## config.mk

```make
export PLATFORM = sky130hd
export DESIGN_NAME = uart_fifo_ctrl
export DESIGN_NICKNAME = d
export VERILOG_FILES = /design/src/rtl/poly94_uart_pkg.sv /design/src/rtl/sync_fifo_fwft.sv /design/src/rtl/uart_fifo_ctrl.sv
export SDC_FILE = /design/constraint.sdc
export NUM_CORES = 1
export LEC_CHECK = 0
export BUFFER_PORTS_ARGS = -buffer_cell sky130_fd_sc_hd__buf_2
export CAP_MARGIN = 40
export CORE_MARGIN = 2
export CORE_UTILIZATION = 25
export DETAILED_ROUTE_END_ITERATION = 10
export PLACE_DENSITY = 0.35
export REMOVE_ABC_BUFFERS = 1
export SLEW_MARGIN = 5
export SYNTH_ARGS = -nofsm -noshare
export SYNTH_HDL_FRONTEND = slang
export SYNTH_HIERARCHICAL = 1
export SYNTH_SLANG_ARGS = --single-unit
```

## constraint.sdc

```tcl
create_clock -name clk_i -period 6.4 [get_ports clk_i]
set_input_delay 1.28 -clock clk_i [delete_from_list [all_inputs] [get_ports clk_i]]
set_output_delay 1.28 -clock clk_i [all_outputs]
set_load 0.02 [all_outputs]
```

## src/rtl/poly94_uart_pkg.sv

```systemverilog
// Shared types and constants for the UART byte-path buffering.
`timescale 1ns/1ps
package poly94_uart_pkg;

  localparam int unsigned DATA_W            = 8;
  localparam int unsigned TX_DEPTH_LOG2_DEF = 4;
  localparam int unsigned RX_DEPTH_LOG2_DEF = 4;

  // Cycles spent in ACK waiting for the PHY to raise busy before giving up.
  localparam int unsigned ACK_TIMEOUT = 2;
  localparam int unsigned ACK_CNT_W   = 2;

  typedef enum logic [1:0] {
    IDLE   = 2'd0,
    LAUNCH = 2'd1,
    ACK    = 2'd2,
    DRAIN  = 2'd3
  } tx_state_t;

endpackage

```

## src/rtl/sync_fifo_fwft.sv

```systemverilog
// Synchronous first-word fall-through FIFO with extra-MSB full/empty pointers.
`timescale 1ns/1ps
module sync_fifo_fwft #(
  parameter int unsigned WIDTH      = 8,
  parameter int unsigned DEPTH_LOG2 = 4
) (
  input  logic             clk_i,
  input  logic             rst_i,
  input  logic             push_i,
  input  logic             pop_i,
  input  logic [WIDTH-1:0] din_i,
  output logic [WIDTH-1:0] dout_o,
  output logic             full_o,
  output logic             empty_o
);

  localparam int unsigned DEPTH = 1 << DEPTH_LOG2;
  localparam int unsigned PTR_W = DEPTH_LOG2 + 1;

  logic [PTR_W-1:0] wr_ptr_q, wr_ptr_d;
  logic [PTR_W-1:0] rd_ptr_q, rd_ptr_d;
  logic [WIDTH-1:0] mem_q [DEPTH];
  logic             do_push, do_pop;

  // Flags, accepted operations and head read; a push while full is taken only alongside a pop.
  always_comb begin
    empty_o  = (wr_ptr_q == rd_ptr_q);
    full_o   = (wr_ptr_q[PTR_W-1] != rd_ptr_q[PTR_W-1]) &&
               (wr_ptr_q[DEPTH_LOG2-1:0] == rd_ptr_q[DEPTH_LOG2-1:0]);
    do_pop   = pop_i && !empty_o;
    do_push  = push_i && (!full_o || do_pop);
    wr_ptr_d = wr_ptr_q + PTR_W'(do_push);
    rd_ptr_d = rd_ptr_q + PTR_W'(do_pop);
    dout_o   = mem_q[rd_ptr_q[DEPTH_LOG2-1:0]];
  end

  // Pointer and storage update.
  always_ff @(posedge clk_i or posedge rst_i) begin
    if (rst_i) begin
      wr_ptr_q <= '0;
      rd_ptr_q <= '0;
      for (int i = 0; i < int'(DEPTH); i++) mem_q[i] <= '0;
    end else begin
      wr_ptr_q <= wr_ptr_d;
      rd_ptr_q <= rd_ptr_d;
      if (do_push) mem_q[wr_ptr_q[DEPTH_LOG2-1:0]] <= din_i;
    end
  end

endmodule

```

## src/rtl/uart_fifo_ctrl.sv

```systemverilog
// UART byte-path buffering: TX/RX FIFOs, PHY launch sequencer, RX overrun flag.
`timescale 1ns/1ps
import poly94_uart_pkg::*;

module uart_fifo_ctrl #(
  parameter int unsigned TX_DEPTH_LOG2 = TX_DEPTH_LOG2_DEF,
  parameter int unsigned RX_DEPTH_LOG2 = RX_DEPTH_LOG2_DEF
) (
  input  logic       clk_i,
  input  logic       rst_i,
  input  logic [7:0] csr_tx_data_i,
  input  logic       csr_tx_wr_i,
  input  logic       csr_rx_rd_i,
  output logic [7:0] csr_rx_data_o,
  output logic       csr_tx_busy_o,
  output logic       csr_rx_not_empty_o,
  output logic [7:0] phy_tx_data_o,
  output logic       phy_tx_start_o,
  input  logic       phy_tx_busy_i,
  input  logic [7:0] phy_rx_data_i,
  input  logic       phy_rx_valid_i,
  output logic       rx_overrun_o,
  input  logic       overrun_clr_i
);

  tx_state_t            state_q;
  logic [ACK_CNT_W-1:0] ack_cnt_q;
  logic [7:0]           phy_tx_data_q;
  logic                 phy_tx_start_q;
  logic                 rx_overrun_q, rx_overrun_d;

  logic       tx_full, tx_empty, tx_push_c, tx_pop_c;
  logic [7:0] tx_head;
  logic       rx_full, rx_empty, overrun_set_c;

  sync_fifo_fwft #(.WIDTH(DATA_W), .DEPTH_LOG2(TX_DEPTH_LOG2)) u_tx_fifo (
    .clk_i   (clk_i),
    .rst_i   (rst_i),
    .push_i  (tx_push_c),
    .pop_i   (tx_pop_c),
    .din_i   (csr_tx_data_i),
    .dout_o  (tx_head),
    .full_o  (tx_full),
    .empty_o (tx_empty)
  );

  sync_fifo_fwft #(.WIDTH(DATA_W), .DEPTH_LOG2(RX_DEPTH_LOG2)) u_rx_fifo (
    .clk_i   (clk_i),
    .rst_i   (rst_i),
    .push_i  (phy_rx_valid_i),
    .pop_i   (csr_rx_rd_i),
    .din_i   (phy_rx_data_i),
    .dout_o  (csr_rx_data_o),
    .full_o  (rx_full),
    .empty_o (rx_empty)
  );

  // CPU writes while full are dropped; a byte leaves the TX FIFO only on an IDLE launch.
  always_comb begin
    tx_push_c     = csr_tx_wr_i && !tx_full;
    tx_pop_c      = (state_q == IDLE) && !tx_empty && !phy_tx_busy_i;
    overrun_set_c = phy_rx_valid_i && rx_full && !csr_rx_rd_i;
    rx_overrun_d  = overrun_set_c || (rx_overrun_q && !overrun_clr_i);
  end

  // Sticky overrun flag; a new drop wins over a coincident clear.
  always_ff @(posedge clk_i or posedge rst_i) begin
    if (rst_i) rx_overrun_q <= 1'b0;
    else       rx_overrun_q <= rx_overrun_d;
  end

  // TX launch sequencer: pop head, pulse start, wait for PHY busy to rise then fall.
  always_ff @(posedge clk_i or posedge rst_i) begin
    if (rst_i) begin
      state_q        <= IDLE;
      ack_cnt_q      <= '0;
      phy_tx_data_q  <= '0;
      phy_tx_start_q <= 1'b0;
    end else begin
      phy_tx_start_q <= 1'b0;
      case (state_q)
        IDLE: begin
          if (tx_pop_c) begin
            phy_tx_data_q  <= tx_head;
            phy_tx_start_q <= 1'b1;
            state_q        <= LAUNCH;
          end
        end
        LAUNCH: begin
          ack_cnt_q <= '0;
          state_q   <= ACK;
        end
        ACK: begin
          if (phy_tx_busy_i) begin
            state_q <= DRAIN;
          end else if (ack_cnt_q == ACK_CNT_W'(ACK_TIMEOUT - 1)) begin
            state_q <= IDLE;
          end else begin
            ack_cnt_q <= ack_cnt_q + ACK_CNT_W'(1);
          end
        end
        DRAIN: begin
          if (!phy_tx_busy_i) state_q <= IDLE;
        end
        default: state_q <= IDLE;
      endcase
    end
  end

  assign phy_tx_data_o      = phy_tx_data_q;
  assign phy_tx_start_o     = phy_tx_start_q;
  assign rx_overrun_o       = rx_overrun_q;
  assign csr_tx_busy_o      = tx_full;
  assign csr_rx_not_empty_o = !rx_empty;

endmodule

```

==> results of run 1 <==
[Yosys cell counts, drive strengths merged (8+ instances only)]
cell type  instances
xnor2             14
mux4              48
mux2i             32
inv                9
nand3             10
ha                 9
nor2               9
a22oi             24
nor2b             11
a221oi            16
a211oi             8
clkbuf            29
xor2               8
dfrtp            290
nand2             32
buf               32
a21oi             15
o21ai             14
mux2             264
[kinds of logic (layout without fill, tap and decap cells)]
family          count (synthesis)  in the layout  synth area share
mux                           344            344             0.322
flops                         290            290             0.532
compound gates                 90             90            0.0624
simple gates                   90             90            0.0355
buf+inv                        70            139            0.0254
xor+xnor                       22             22            0.0147
fa+ha+maj                       9              9           0.00826
[report_power, final]
part	internal [mW]	switching, mW	total, mW
combinational	1.71	1.64	3.35
clock	1.35	0.832	2.19
sequential	2.73	0.580	3.31
[metrics by stage]
stage	setup WS, ps	util
after global routing	2110	0.295
after global placement	2540	0.269
after floorplan	-213	-
after CTS	2140	0.295
final	2310	0.295
after detailed placement	2540	0.271
[layer usage]
layer  global-route usage  vias to the layer above
met4               0.0412                        0
met3               0.0214                       50
met1                0.177                     4145
met2                0.227                      102
li1                     -                     3498
met5                    0                        -
[registers in the layout (all words and copies together), names as in the netlist]
name                cells
ack_cnt_q               2
rx_overrun_o            1
u_rx_fifo/wr_ptr_q      5
u_tx_fifo/rd_ptr_q      5
phy_tx_data_o           8
state_q                 2
u_rx_fifo/rd_ptr_q      5
phy_tx_start_o          1
u_tx_fifo/wr_ptr_q      5
u_rx_fifo/mem_q       128
u_tx_fifo/mem_q       128
[path summary, 6_finish.rpt]
path | slack (ps) | cells past startpoint | start | end
min in group asynchronous | 750 | 2 | rst_i | u_tx_fifo/mem_q[85]$_DFFE_PP0P_
max in group asynchronous | 4120 | 3 | rst_i | u_rx_fifo/mem_q[33]$_DFFE_PP0P_
hold reg to reg | 490 | 1 | u_rx_fifo/wr_ptr_q[4]$_DFF_PP0_ | u_rx_fifo/wr_ptr_q[4]$_DFF_PP0_
setup / recovery | 2310 | 6 | u_rx_fifo/rd_ptr_q[0]$_DFF_PP0_ | csr_rx_data_o[1]
hold / removal | 490 | 1 | u_rx_fifo/wr_ptr_q[4]$_DFF_PP0_ | u_rx_fifo/wr_ptr_q[4]$_DFF_PP0_
setup reg to reg | 2650 | 8 | u_tx_fifo/wr_ptr_q[2]$_DFF_PP0_ | u_tx_fifo/mem_q[111]$_DFFE_PP0P_
[worst max-delay path: cells and delay by family (launching register included)]
family / cells / cell delay, ps
buffers and inverters: 3 / 710
DFF: 1 / 630
and+or+nand+nor: 1 / 140
AOI/OAI and AO/OA: 1 / 210
muxes: 1 / 540
[layout make-up]
| class | instances | area (um^2) | area share |
|---|---|---|---|
| Sequential cell | 290 | 7260 | 0.456 |
| Multi-Input combinational cell | 555 | 6050 | 0.380 |
| Clock buffer | 62 | 1230 | 0.0775 |
| Tap cell | 696 | 871 | 0.0547 |
| Timing Repair Buffer | 61 | 405 | 0.0254 |
| Clock inverter | 7 | 62.6 | 0.00393 |
| Inverter | 9 | 43.8 | 0.00275 |
==> impl_metrics.env, run 1 <==
export IMPL_crit_chain="buf_12, buf_4, mux4_2, a22oi_1, nand2_1, buf_2"
export IMPL_max_stage_delay_ps=630
export IMPL_die_x_um=238
export IMPL_crit_path_max_fanout=14
export IMPL_syn_cell_area_um2=13600
export IMPL_area_growth_pct=16.8
export IMPL_ios=43
export IMPL_setup_viol=0
export IMPL_fin_tns_setup_ps=0
export IMPL_power_mw=8.84
export IMPL_clk_latency_ps=550
export IMPL_final_cell_mix="dfrtp_1, mux2_2, mux4_2"
export IMPL_async_flop_share=1.00
export IMPL_final_common_cell="dfrtp_1"
export IMPL_wl_per_cell_um=21.8
export IMPL_cts_setup_buffers=0
export IMPL_whs_ps=489
export IMPL_die_area_um2=56400
export IMPL_synth_top_area_share=0.532
export IMPL_cp_data_arrival_time_ps=2810
export IMPL_finalInstanceArea_um2=15900
export IMPL_run_status="complete, no violations"
export IMPL_placed_area_um2=14600
export IMPL_p_per_area_nw_per_um2=555
export IMPL_slowest_stage="dfrtp_2"
export IMPL_syn_inst=915
export IMPL_met3_length_um=1000
export IMPL_finalClockSkew_ps=13.2
export IMPL_yosysSeqAreaShare=0.532
export IMPL_grt_pass1_vias=8532
export IMPL_core_area_um2=53900
export IMPL_drive_above_1_share=0.482
export IMPL_die_h_um=238
export IMPL_dpl_hpwl_um=24000
export IMPL_hold_viol_final=0
export IMPL_io_buffer_count=42
export IMPL_period_minus_slack_ps=4090
export IMPL_rsz0062_at_grt="false"
export IMPL_cts_root_buf="clkbuf_16"
export IMPL_grt_use_total=0.135
export IMPL_period_share=0.640
export IMPL_clk_path_buf_depth=3
export IMPL_drc_errors=0
export IMPL_yosys_warnings=6
export IMPL_viasPerCell=4.64
export IMPL_slew_headroom=0.412
export IMPL_hold_class="register to register"
export IMPL_htree_num_levels=2
export IMPL_p_leak_nw=6.66
export IMPL_dp_cells=1611
export IMPL_nFillCells=5452
export IMPL_cts_resized=0
export IMPL_fmax_ghz=0.244
export IMPL_crit_type="register to output port"
export IMPL_gp_congestion=0.692
export IMPL_wl_um=36700
export IMPL_hold_buffers=0
export IMPL_clkSinkCount=290
export IMPL_ir_drop_v=0.000209
export IMPL_vias=7795
export IMPL_drt_iter0_drc=295
export IMPL_antenna_found_initial=0
export IMPL_path_clk_slew_ps=60
export IMPL_antenna_left=0
export IMPL_ys_ff_latch=290
export IMPL_synth_top_flop_cell="dfrtp_1"
export IMPL_fp_row_count=85
export IMPL_nets=987
export IMPL_tightest_slew_ps=878
export IMPL_worstPathRequired_ps=5120
export IMPL_diodes=0
export IMPL_final_instance_count_excl_fill=1680
export IMPL_synth_area_leaders="dfrtp_1, mux2_2, mux4_2, mux2i_1, a22oi_1"
export IMPL_top_layer="met4"
export IMPL_grt_ovfl_total=0
export IMPL_drv_cap=0
export IMPL_wl_met1_um=16800
export IMPL_grt_max_degree=83
export IMPL_first_pass_iters=4
export IMPL_avgSynthCellArea_um2=14.9
export IMPL_grt_pass1_wl_um=57200
export IMPL_slew_violations=0
export IMPL_route_met2_wl_um=18100
export IMPL_synth_edff_count=0
export IMPL_synth_largest_area_cell="dfrtp_1"
export IMPL_end_kind="output port"
export IMPL_startpoint_type="register"
export IMPL_cts_tree="yes"
export IMPL_cts_buffers=38
export IMPL_synth_cell_types=49
export IMPL_start_util=0.253
Power figures use the tool's default switching activity.
==> run 2: changes to the inputs <==
--- a/config.mk
+++ b/config.mk
@@ -10,7 +10,7 @@
 export CORE_MARGIN = 2
 export CORE_UTILIZATION = 25
 export DETAILED_ROUTE_END_ITERATION = 10
-export PLACE_DENSITY = 0.35
+export PLACE_DENSITY = 0.36
 export REMOVE_ABC_BUFFERS = 1
 export SLEW_MARGIN = 5
 export SYNTH_ARGS = -nofsm -noshare
==> constraint.sdc (replaced) <==
create_clock -name clk_i -period 3.4 [get_ports clk_i]
set_input_delay 0.68 -clock clk_i [delete_from_list [all_inputs] [get_ports clk_i]]
set_output_delay 0.68 -clock clk_i [all_outputs]
set_load 0.02 [all_outputs]
==> run 2 against run 1 <==
Compared with the run above:
- sequential cell count unchanged
- sequential power up 85%
- clock skew rose by 7.5 ps
- clock power is 79% higher
- power increased by 88%
- setup slack worse by 2200 ps
- final area up 0.72%
- first-iteration DRC count grew 3.7%
- routed wire length fell by 3.7%
- clock-buffer cell count shrank 10
- critical path type unchanged
- critical endpoint unchanged
- largest power group unchanged
- highest routed layer unchanged
==> impl_metrics.env, run 2 (synthesis gave the netlist of run 1 again) <==
export IMPL_run_status="complete, no violations"
export IMPL_final_common_cell="dfrtp_1"
export IMPL_final_cell_mix="dfrtp_1, mux2_2, mux4_2"
export IMPL_fmax_ghz=0.308
export IMPL_hold_buffers=0
export IMPL_reg2reg_setup_slack_ps=300
export IMPL_regArea_um2=7260
export IMPL_finalInstanceArea_um2=16000
export IMPL_period_share=0.955
export IMPL_gp_congestion=0.704
export IMPL_cts_root_buf="clkbuf_16"
export IMPL_nFillCells=5400
export IMPL_setup_viol=0
export IMPL_crit_type="register to output port"
export IMPL_die_h_um=238
export IMPL_post_place_ws_ps=284
export IMPL_hold_class="input port to asynchronous set/reset pin"
export IMPL_drc_errors=0
export IMPL_diodes=0
export IMPL_die_x_um=238
export IMPL_end_kind="output port"
export IMPL_antenna_found_initial=0
export IMPL_grt_max_degree=65
export IMPL_clk_latency_ps=540
export IMPL_hold_viol_final=0
export IMPL_multi_input_area_um2=6050
export IMPL_grt_use_total=0.128
export IMPL_cts_buffers=37
export IMPL_rsz0062_at_grt="false"
export IMPL_dp_cells=1634
export IMPL_grt_pass1_wl_um=54500
export IMPL_viasPerCell=4.58
export IMPL_io_buffer_count=42
export IMPL_tightest_slew_ps=828
export IMPL_cts_tree="yes"
export IMPL_wl_per_cell_um=20.8
export IMPL_die_area_um2=56400
export IMPL_p_leak_nw=6.75
export IMPL_finalClockSkew_ps=20.6
export IMPL_rr_startpoint="u_tx_fifo/wr_ptr_q[0]$_DFF_PP0_"
export IMPL_drive_above_1_share=0.494
export IMPL_drt_iter0_drc=306
export IMPL_crit_path_max_fanout=13
export IMPL_slew_violations=0
export IMPL_path_clk_slew_ps=60
export IMPL_final_instance_count_excl_fill=1697
export IMPL_slew_headroom=0.446
export IMPL_antenna_left=0
export IMPL_period_minus_slack_ps=3250
export IMPL_dpl_hpwl_um=23200
export IMPL_wl_um=35400
export IMPL_grt_ovfl_total=0
export IMPL_startpoint_type="register"
export IMPL_placed_area_um2=14800
export IMPL_first_pass_iters=4
export IMPL_cp_data_arrival_time_ps=2570
export IMPL_core_area_um2=53900
export IMPL_fp_row_count=85
export IMPL_nets=1009
export IMPL_start_util=0.253
export IMPL_ir_drop_v=0.000370
export IMPL_worstPathRequired_ps=2720
export IMPL_p_per_area_nw_per_um2=1030
export IMPL_htree_num_levels=2
export IMPL_crit_start="u_rx_fifo/rd_ptr_q[0]$_DFF_PP0_"
export IMPL_drv_cap=0
export IMPL_setup_slack_ps=152
export IMPL_clk_path_buf_depth=3
export IMPL_cts_resized=0
export IMPL_area_growth_pct=17.6
export IMPL_cts_setup_buffers=0
export IMPL_grt_pass1_vias=8337
export IMPL_clkSinkCount=290
export IMPL_ios=43
export IMPL_vias=7777
run 2: changes by cell type in the layout (fill, tap and decap cells not counted), sizes merged:
cell      previous run  this run
inv                  9        11
clkbuf              62        52
bufinv               1         2
buf                 61        84
clkinv               5         7
clkinvlp             1         0
run 2: final timing paths:
| kind | depth (start not counted) | endpoint |
|---|---|---|
| worst max-delay path | 5 | csr_rx_data_o[1] |
| worst min-delay path | 2 | u_rx_fifo/wr_ptr_q[1]$_DFF_PP0_ |
| worst max register to register | 7 | u_tx_fifo/mem_q[41]$_DFFE_PP0P_ |
| worst min register to register | 1 | u_rx_fifo/mem_q[61]$_DFFE_PP0P_ |
| max in group asynchronous | 3 | u_rx_fifo/mem_q[29]$_DFFE_PP0P_ |
| min in group clk_i | 2 | rx_overrun_o$_DFF_PP0_ |
run 2: critical path, stage by stage, from the launching register on:
cell	delay, ps
dfrtp_2	630
buf_12	230
mux4_2	520
a22oi_1	330
nand2_1	120
buf_2	180
run 2: area by class of cell:
type / instances / area share
clock buffer: 52 / 0.0681
sequential: 290 / 0.453
timing repair buffer: 84 / 0.0384
inverter: 9 / 0.00273
clock inverter: 11 / 0.00702
tap: 696 / 0.0543
multi-input combinational: 555 / 0.377
run 2: per-stage QoR:
| step | power (mW) | setup TNS (ps) | utilization | hold slack, ps |
|---|---|---|---|---|
| 2_1_floorplan | 10.6 | -703380 | - | 453 |
| 3_3_place_gp | 12.8 | 0 | 0.274 | 473 |
| 3_5_place_dp | 12.9 | 0 | 0.275 | 470 |
| 4_1_cts | 16.9 | 0 | 0.298 | 209 |
| 5_1_grt | 17.7 | 0 | 0.298 | 238 |
| 6_report | 16.6 | 0 | 0.298 | 225 |
run 2: report_power, final:
part / total [mW] / switching, mW / internal (mW)
sequential: 6.13 / 0.989 / 5.14
clock: 3.92 / 1.54 / 2.38
combinational: 6.55 / 3.16 / 3.39
total: 16.6 / 5.69 / 10.9
run 2: layer usage:
metal,global-route usage,up-vias,share of wire
met5,0,-,0
met4,0.0358,0,0.019
met3,0.0216,45,0.027
met2,0.220,75,0.50
met1,0.167,4115,0.45
li1,-,3542,-
